--- config.mk ---
export PLATFORM = sky130hd
export DESIGN_NAME = mavg_channel_scheduler_flat
export DESIGN_NICKNAME = d
export VERILOG_FILES = /design/src/rtl/mavg_channel_scheduler_if.sv /design/src/rtl/mavg_channel_scheduler.sv /design/src/flat_wrapper.sv
export SDC_FILE = /design/constraint.sdc
export NUM_CORES = 1
export LEC_CHECK = 0
export CORE_ASPECT_RATIO = 0.6
export CORE_MARGIN = 2
export CORE_UTILIZATION = 52
export DETAILED_ROUTE_END_ITERATION = 10
export PLACE_DENSITY = 0.74
export SYNTH_ARGS = -nofsm -noshare
export SYNTH_HDL_FRONTEND = slang
export SYNTH_SLANG_ARGS = --single-unit
--- constraint.sdc ---
create_clock -name clk -period 2.6 [get_ports clk]
set_input_delay 0.52 -clock clk [delete_from_list [all_inputs] [get_ports clk]]
set_output_delay 0.52 -clock clk [all_outputs]
set_load 0.05 [all_outputs]
--- src/rtl/mavg_channel_scheduler_if.sv ---
// Request/result bundle between the sample front end and the shared moving-average engine.
// The master side raises requests and flushes; the slave side returns acknowledged results.
interface mavg_channel_scheduler_if #(
  parameter int NUM_CH = 3,
  parameter int DATA_W = 2,
  parameter int SUM_W  = 4
);
  logic [NUM_CH-1:0]        req;
  logic [NUM_CH*DATA_W-1:0] sample_in;
  logic                     flush;
  logic [NUM_CH-1:0]        ack;
  logic                     res_valid;
  logic [1:0]               res_ch;
  logic [SUM_W-1:0]         res_sum;
  logic [DATA_W-1:0]        res_avg;
  logic                     res_full;
  logic                     busy;

  modport master (
    output req, sample_in, flush,
    input  ack, res_valid, res_ch, res_sum, res_avg, res_full, busy
  );

  modport slave (
    input  req, sample_in, flush,
    output ack, res_valid, res_ch, res_sum, res_avg, res_full, busy
  );
endinterface

--- src/rtl/mavg_channel_scheduler.sv ---
// Round-robin scheduler sharing one moving-average update path between NUM_CH channels.
// Each grant runs IDLE -> CALC -> RESP; the result and one-hot ack appear in RESP.
module mavg_channel_scheduler #(
  parameter int NUM_CH      = 3,
  parameter int WINDOW_SIZE = 4,
  parameter int DATA_W      = 2
) (
  input  logic                     clk,
  input  logic                     rst_n,
  mavg_channel_scheduler_if.slave  bus
);
  localparam int LOG2   = $clog2(WINDOW_SIZE);
  localparam int SUM_W  = DATA_W + LOG2;
  localparam int FILL_W = $clog2(WINDOW_SIZE + 1);

  typedef enum logic [1:0] {ST_IDLE, ST_CALC, ST_RESP} state_t;

  state_t              state_q;
  logic [1:0]          rr_q;
  logic [1:0]          hold_ch_q;
  logic [DATA_W-1:0]   hold_sample_q;
  logic                flush_pend_q;
  logic [NUM_CH-1:0]   ack_q;
  logic                res_valid_q;
  logic [1:0]          res_ch_q;
  logic [SUM_W-1:0]    res_sum_q;
  logic [DATA_W-1:0]   res_avg_q;
  logic                res_full_q;

  logic [DATA_W-1:0]   win_q  [NUM_CH][WINDOW_SIZE];
  logic [SUM_W-1:0]    sum_q  [NUM_CH];
  logic [FILL_W-1:0]   fill_q [NUM_CH];

  logic                clear_all;
  logic                grant_found;
  logic [1:0]          grant_ch;
  int                  idx;
  logic [SUM_W-1:0]    sum_d;
  logic [FILL_W-1:0]   fill_d;

  // A pending or same-cycle flush takes the IDLE cycle; no grant is made then.
  assign clear_all = (state_q == ST_IDLE) && (flush_pend_q || bus.flush);

  always_comb begin
    grant_found = 1'b0;
    grant_ch    = '0;
    idx         = 0;
    for (int i = 0; i < NUM_CH; i++) begin
      idx = (int'(rr_q) + i) % NUM_CH;
      if (!grant_found && bus.req[idx]) begin
        grant_found = 1'b1;
        grant_ch    = 2'(idx);
      end
    end
  end

  // Oldest slot is part of the sum, so subtracting it first can never underflow.
  always_comb begin
    sum_d  = sum_q[hold_ch_q] - SUM_W'(win_q[hold_ch_q][0]) + SUM_W'(hold_sample_q);
    fill_d = (fill_q[hold_ch_q] == FILL_W'(WINDOW_SIZE)) ? fill_q[hold_ch_q]
                                                          : fill_q[hold_ch_q] + FILL_W'(1);
  end

  always_ff @(posedge clk or negedge rst_n) begin
    if (!rst_n) begin
      for (int c = 0; c < NUM_CH; c++) begin
        for (int s = 0; s < WINDOW_SIZE; s++) win_q[c][s] <= '0;
        sum_q[c]  <= '0;
        fill_q[c] <= '0;
      end
    end else if (clear_all) begin
      for (int c = 0; c < NUM_CH; c++) begin
        for (int s = 0; s < WINDOW_SIZE; s++) win_q[c][s] <= '0;
        sum_q[c]  <= '0;
        fill_q[c] <= '0;
      end
    end else if (state_q == ST_CALC) begin
      for (int s = 0; s < WINDOW_SIZE - 1; s++) win_q[hold_ch_q][s] <= win_q[hold_ch_q][s+1];
      win_q[hold_ch_q][WINDOW_SIZE-1] <= hold_sample_q;
      sum_q[hold_ch_q]  <= sum_d;
      fill_q[hold_ch_q] <= fill_d;
    end
  end

  always_ff @(posedge clk or negedge rst_n) begin
    if (!rst_n) begin
      state_q       <= ST_IDLE;
      rr_q          <= '0;
      hold_ch_q     <= '0;
      hold_sample_q <= '0;
      flush_pend_q  <= 1'b0;
      ack_q         <= '0;
      res_valid_q   <= 1'b0;
      res_ch_q      <= '0;
      res_sum_q     <= '0;
      res_avg_q     <= '0;
      res_full_q    <= 1'b0;
    end else begin
      case (state_q)
        ST_IDLE: begin
          ack_q       <= '0;
          res_valid_q <= 1'b0;
          if (flush_pend_q || bus.flush) begin
            flush_pend_q <= 1'b0;
          end else if (grant_found) begin
            hold_ch_q     <= grant_ch;
            hold_sample_q <= bus.sample_in[grant_ch*DATA_W +: DATA_W];
            state_q       <= ST_CALC;
          end
        end
        ST_CALC: begin
          if (bus.flush) flush_pend_q <= 1'b1;
          res_sum_q   <= sum_d;
          res_avg_q   <= sum_d[SUM_W-1:LOG2];
          res_full_q  <= (fill_d == FILL_W'(WINDOW_SIZE));
          res_ch_q    <= hold_ch_q;
          ack_q       <= NUM_CH'(1) << hold_ch_q;
          res_valid_q <= 1'b1;
          state_q     <= ST_RESP;
        end
        ST_RESP: begin
          if (bus.flush) flush_pend_q <= 1'b1;
          ack_q       <= '0;
          res_valid_q <= 1'b0;
          rr_q        <= (hold_ch_q == 2'(NUM_CH - 1)) ? 2'd0 : hold_ch_q + 2'd1;
          state_q     <= ST_IDLE;
        end
        default: state_q <= ST_IDLE;
      endcase
    end
  end

  assign bus.ack       = ack_q;
  assign bus.res_valid = res_valid_q;
  assign bus.res_ch    = res_ch_q;
  assign bus.res_sum   = res_sum_q;
  assign bus.res_avg   = res_avg_q;
  assign bus.res_full  = res_full_q;
  assign bus.busy      = (state_q != ST_IDLE);
endmodule
--- src/flat_wrapper.sv ---
// flat-port wrapper written by rule: the top's interface ports become plain ports
module mavg_channel_scheduler_flat 
#(
  parameter int NUM_CH      = 3,
  parameter int WINDOW_SIZE = 4,
  parameter int DATA_W      = 2
)
  (clk, rst_n, bus_req, bus_sample_in, bus_flush, bus_ack, bus_res_valid, bus_res_ch, bus_res_sum, bus_res_avg, bus_res_full, bus_busy);
  mavg_channel_scheduler_if #(.NUM_CH(NUM_CH), .DATA_W(DATA_W)) bus_i ();
  input  logic clk;
  input  logic rst_n;
  input wire logic [$bits(bus_i.req)-1:0] bus_req;
  input wire logic [$bits(bus_i.sample_in)-1:0] bus_sample_in;
  input wire logic [$bits(bus_i.flush)-1:0] bus_flush;
  output wire logic [$bits(bus_i.ack)-1:0] bus_ack;
  output wire logic [$bits(bus_i.res_valid)-1:0] bus_res_valid;
  output wire logic [$bits(bus_i.res_ch)-1:0] bus_res_ch;
  output wire logic [$bits(bus_i.res_sum)-1:0] bus_res_sum;
  output wire logic [$bits(bus_i.res_avg)-1:0] bus_res_avg;
  output wire logic [$bits(bus_i.res_full)-1:0] bus_res_full;
  output wire logic [$bits(bus_i.busy)-1:0] bus_busy;
  assign bus_i.req = bus_req;
  assign bus_i.sample_in = bus_sample_in;
  assign bus_i.flush = bus_flush;
  assign bus_ack = bus_i.ack;
  assign bus_res_valid = bus_i.res_valid;
  assign bus_res_ch = bus_i.res_ch;
  assign bus_res_sum = bus_i.res_sum;
  assign bus_res_avg = bus_i.res_avg;
  assign bus_res_full = bus_i.res_full;
  assign bus_busy = bus_i.busy;
  mavg_channel_scheduler #(.NUM_CH(NUM_CH), .WINDOW_SIZE(WINDOW_SIZE), .DATA_W(DATA_W)) u_core (.clk(clk), .rst_n(rst_n), .bus(bus_i));
endmodule
-- Word-level counts from Yosys, hierarchy flattened
Cells that the tools add are included.
- muxes and demuxes: 58
- bitwise operators: 2
- reduce and logical (&&, ||, !) cells: 17
- shift operators: 2
- equal/unequal tests: 9
- add/sub/neg operators: 6
- div/mod/pow operators: 3
- $lt $le $gt $ge: 5
- operators with widths (cell ; count):
    bitwise mux 24 bit ; 4
    < comparator 32 x 4 -> 1 bit, second input constant ; 3
    demux 8 bit (select 2 bit) ; 4
    remainder unit 32 x 3 -> 32 bit, second input constant ; 2
    two-way mux 24 bit ; 2
    remainder unit 3 x 3 -> 32 bit, second input constant ; 1
    two-way mux 12 bit ; 2
    two-way mux 8 bit ; 3
    two-way mux 9 bit ; 2
    binary-select mux 8 bit (select 2 bit) ; 1
    two-way mux 4 bit ; 4
    two-way mux 2 bit ; 7
    bitwise mux 12 bit ; 1
    two-way mux 3 bit ; 4
    two-way mux 1 bit ; 11
    bitwise mux 9 bit ; 1
    binary-select mux 4 bit (select 2 bit) ; 1
    demux 4 bit (select 2 bit) ; 1
    nonzero test 2 bit ; 4
    binary-select mux 1 bit (select 2 bit) ; 3
    binary-select mux 3 bit (select 2 bit) ; 1
    demux 3 bit (select 2 bit) ; 1
    == test 3 bit, second input constant ; 2
    two-way mux 6 bit ; 1
    other kinds (26) ; 36
- logic and storage cells: 131
- register bits: 67
- input bits: 12

-- Logic depth before layout (Yosys ltp)
- depth in word-level cells: 14
- depth in mapped cells: 13

-- Worst setup path after synthesis
Ideal clock, no wire load.
- kind: register -> register
- from: reg u_core.hold_ch_q[1]
- to: reg u_core.res_avg_q[1] (netlist: u_core.bus.res_avg[1])
- cell stages (with the launch flop): 12
- data arrival time: 2634 ps
- path slack: -159 ps
- cells stage by stage: dfrtp_1 -> buf_6 -> buf_2 -> mux2i_1 -> o21ai_0 -> fa_1 -> inv_1 -> ha_1 -> a21o_1 -> a21oi_1 -> xnor3_1 -> mux2_4
- cells in the longest elaborated chain, start to end: 6
- elaborated cells between the ends (all ways): 9
- classes of those cells: add/sub (2); mux (6); bitwise (1)
- RTL lines (what ; RTL line ; text):
    from (decl) ; mavg_channel_scheduler.sv:20 ; logic [1:0] hold_ch_q;
    from (signal assigned) ; mavg_channel_scheduler.sv:106 ; hold_ch_q <= grant_ch;
    inverter 2 -> 3 bit (not written as such) (*) ; mavg_channel_scheduler.sv:59 ; sum_d = sum_q[hold_ch_q] - SUM_W'(win_q[hold_ch_q][0]) + SUM_W'(hold_sample_q);
    binary-select mux 4 bit (select 2 bit) or binary-select mux 8 bit (select 2 bit) (tied branches) ; mavg_channel_scheduler.sv:59 ;
    two-way mux 4 bit (not written as such) or two-way mux 8 bit (tied branches) (2 in a row) ; - ;
    subtractor 4 x 2 -> 4 bit (*) ; mavg_channel_scheduler.sv:59 ;
    adder 4 x 2 -> 4 bit (*) ; mavg_channel_scheduler.sv:59 ;
    to (signal assigned) ; mavg_channel_scheduler.sv:114 ; res_avg_q <= sum_d[SUM_W-1:LOG2];
    to (decl) ; mavg_channel_scheduler.sv:27 ; logic [DATA_W-1:0] res_avg_q;
Mark *: on every way between the ends. The rest lies on a longest branch, timed or not. The select of a mux whose other input is x is not followed.
A chain may end at the register's enable or synchronous reset.

-- Worst setup path in the final report
Ends and elaborated chain as after synthesis.

==> impl_metrics.json <==
{
  "p_leak_nw": 1.73,
  "critPathKind": "reg2reg",
  "placed_cells": 447,
  "finalSetupViolations": 1,
  "timing.final.crit_share_pct": 101,
  "comb_power_share_pct": 49.9,
  "worst_ep_arrival_time_ns": 2.86,
  "antenna_violating_nets_post_route": 0,
  "area_growth_pct": 19.9,
  "worst_slew_margin_rel_pct": 54.7,
  "placeableCoreArea_sq_um": 6080,
  "n_antenna_cell": 0,
  "routedLengthMet1_mm": 3.58,
  "critical_path_required_ns": 2.84,
  "die_w_microns": 106,
  "worstRegToRegCells": 11,
  "fin_cells": 465,
  "mappedNetlistArea_sq_um": 3260,
  "io_pins": 26,
  "achievable-frequency_mhz": 382,
  "grt_pass1_vias": 2436,
  "placed_area_sq_um": 3660,
  "synth_enable_flop_cells": 0,
  "drv_cap": 0,
  "tritoncts_clock_tree": "yes",
  "met3_length_microns": 402,
  "final_hold_fails": 0,
  "drcViolationCount": 0,
  "synth_ff_type": "dfrtp_1",
  "irDropWorstVdd_uv": 605,
  "worst_slack_ns": -0.0173,
  "wirelength_per_cell_microns": 15.8,
  "dieHeight_microns": 65.3,
  "slowest_stage": "fa_1",
  "netlist_instances": 343,
  "layout-drive-gt1-share_pct": 15.2,
  "io_buffer_count": 25,
  "post_synthesis_net_count": 370,
  "cp_cell_sequence": "buf_4, nor2b_4, nand2_1, o21ai_2, fa_1, inv_2, ha_4, a21o_1, a21oi_2, xnor3_2, mux2_4",
  "critical_path.reg2reg.startpoint": "u_core.hold_ch_q[1]",
  "post_synth.cell_area_avg_sq_um": 9.50,
  "cts.reportedPaths.clkPinSlew_ns": 0.08,
  "met2_wirelength_mm": 3.30,
  "failing_checks": "negative setup slack",
  "rr_endpoint": "u_core.bus.res_avg[1]",
  "fp.dieArea_sq_um": 6940,
  "finalWorstPathRequiredPeriod_ns": 2.62,
  "synth_area_leader_cell": "dfrtp_1",
  "clkLatencyLatePin_ns": 0.35,
  "synth.distinct_cells": 42,
  "synth.area.top_cells": "dfrtp_1 50%, nand2_1 11%, a21oi_1 6.9%",
  "dr_total_vias": 2586,
  "power_switching_share_pct": 42.6,
  "power_switching_mw": 1.95,
  "fillers": 516,
  "timing.critical_path.fanout_max": 4,
  "synth.top_cell.area_share_pct": 49.9,
  "track_usage_pct": 24.1,
  "antenna_found_initial": 0,
  "nets": 403,
  "synth_sequential_area_ratio_pct": 49.9,
  "timing.hold.worst.class": "in2async",
  "worst_path_largest_cell_delay_ns": 0.46,
  "grt_overflow": 0,
  "finalWirelength_mm": 7.37,
  "clock_skew_ns": 0.00883,
  "power_report.internal_total_mw": 2.62,
  "tritoncts_num_sinks": 65,
  "worst_setup_path_endpoint": "u_core.bus.res_avg[1]",
  "async_reset_ff_share_pct": 100,
  "rows": 22,
  "status": "finished, violations left",
  "h-tree-depth": 3,
  "power.density_cell_area_nw_per_um2": 1170,
  "place_hpwl_mm": 5.17,
  "drt-pass1-iter-count": 4,
  "ctsHoldBuffers": 0,
  "clock_tree.buffer_depth": 2,
  "timing.critical_path.to_type": "flop",
  "timing.final.max_slew_violations": 0,
  "cts_buffers": 9,
  "start_util_pct": 53.6,
  "transition_time_at_the_pin_with_the_least_slew_margin_ns": 0.680,
  "synth.top_cells.by_count": "94 x nand2_1, 65 x dfrtp_1, 45 x a21oi_1",
  "critPathLaunchType": "flop",
  "topRoutingLayerUsed": "met4",
  "synth_warnings": 0,
  "clock_power_share_pct": 19.3,
  "drt_first_iter_violations": 199,
  "cts.root.buffer_cell": "clkbuf_8",
  "postLayoutCoreUtil_pct": 64.2,
  "rsz0062_at_grt": "yes",
  "grt_pass1_wl_mm": 12.5,
  "final_weighted_congestion_of_routability_driven_global_placement": 0.824,
  "final_cell_area_sq_um": 3910,
  "pin_count_of_the_biggest_net_entering_global_routing": 46,
  "synthMostInstantiatedCell": "nand2_1",
  "setup.reg_to_reg.worst_slack_ns": -0.02,
  "postSynthRegisterBits": 65,
  "share_seq_of_total_power_pct": 30.7,
  "worstSetupStartpoint": "u_core.hold_ch_q[1]",
  "overall_power_after_layout_mw": 4.57,
  "vias_per_cell": 5.56
}
==> metal layers <==
| layer | vias up | global-route usage, % |
|---|---|---|
| met3 | 10 | 7.24 |
| met5 | - | 0 |
| met4 | 0 | 7.40 |
| met1 | 1277 | 34.5 |
| met2 | 79 | 35.5 |
| li1 | 1220 | - |
==> cells in the final DEF (no fill, tap or decap), types with 2 or more instances in the layout <==
cell type,netlist,routed
a211oi_1,7,7
a21o_1,2,2
a21oi_1,45,42
a21oi_2,1,4
buf_4,2,15
clkbuf_8,0,11
clkdlybuf4s50_1,0,23
dfrtp_1,65,64
fa_1,2,2
ha_1,13,12
inv_1,16,15
inv_2,1,2
maj3_1,2,2
mux2_2,6,6
mux2_4,2,2
mux2i_1,12,11
nand2_1,94,94
nand2b_1,4,4
nand3_1,5,5
nor2_1,15,14
nor3_2,2,2
o211ai_1,2,2
o21ai_0,8,7
o21ai_2,1,2
o2bb2ai_1,2,2
==> cells by family after synthesis <==
family                   count (synthesis)  share of synthesized area (%)
AND/OR/NAND/NOR                        126                           16.2
buffers and inverters                   36                           4.76
flip-flops                              65                           49.9
adder cells (fa/ha/maj)                 17                           6.84
XOR/XNOR                                 3                           1.23
multiplexers                            21                           7.03
AO/OA/AOI/OAI                           75                           14.0
==> critical path: cells and delay by family, from the launching register on <==
family | cells | cell delay [ns]
compound gates | 3 | 0.39
xor+xnor | 1 | 0.30
fa+ha+maj | 2 | 0.66
buf+inv | 2 | 0.26
flops | 1 | 0.42
mux | 1 | 0.27
simple gates | 2 | 0.23
==> final cells by class <==
type	instances	area, sq um	share of cell area, %
clock buffer	12	155	3.97
clock inverter	4	51.3	1.31
inverter	17	63.8	1.63
multi-input combinational	242	1520	39.0
sequential	65	1630	41.7
tap	84	105	2.69
timing repair buffer	41	380	9.73
==> power groups by stage <==
| stage | clock [mW] | combinational, mW | sequential (mW) |
|---|---|---|---|
| final | 0.884 | 2.28 | 1.40 |
| after CTS | 0.902 | 2.22 | 1.40 |
| after detailed placement | 0 | 2.19 | 1.43 |
| after global routing | 0.947 | 2.48 | 1.43 |
| after global placement | 0 | 2.14 | 1.41 |
| after floorplan | 0 | 1.37 | 1.61 |
==> sequential cells by signal (all words and copies together) (netlist names) <==
signal,flops
u_core.win_q,24
u_core.sum_q,12
u_core.fill_q,9
u_core.bus.ack,3
u_core.bus.res_avg,2
u_core.bus.res_ch,2
u_core.bus.res_sum,2
u_core.hold_ch_q,2
u_core.hold_sample_q,2
u_core.rr_q,2
u_core.state_q,2
u_core.bus.res_full,1
u_core.bus.res_valid,1
u_core.flush_pend_q,1
==> metrics by stage <==
stage	worst slack, ns	TNS [ns]	hold slack, ns
after floorplan	-0.0147	-0.0147	0.224
after global placement	0.0153	0	0.467
after detailed placement	-0.128	-0.199	0.477
after CTS	0.0125	0	0.168
after global routing	-0.0813	-0.103	0.182
final	-0.0173	-0.0173	0.161
==> worst min path at each step <==
stage                                  from              endpoint  slack (ns)
after CTS                             rst_n       u_core.sum_q[3]        0.17
after detailed placement  u_core.bus.ack[0]     u_core.bus.ack[0]        0.48
after floorplan                       rst_n     u_core.bus.ack[0]        0.22
after global routing                  rst_n       u_core.sum_q[3]        0.18
final                                 rst_n  u_core.bus.res_ch[1]        0.16
after global placement    u_core.bus.ack[1]     u_core.bus.ack[1]        0.47
==> timing repair <==
item | CTS | global route
gates resized for setup | 1 | 7
endpoints found under the hold margin | 0 | 0
pin swaps | 0 | 2
setup endpoints to repair | 4 | 9
buffers inserted | 2 | 0
Note: power is estimated with default switching activity, not from simulation.
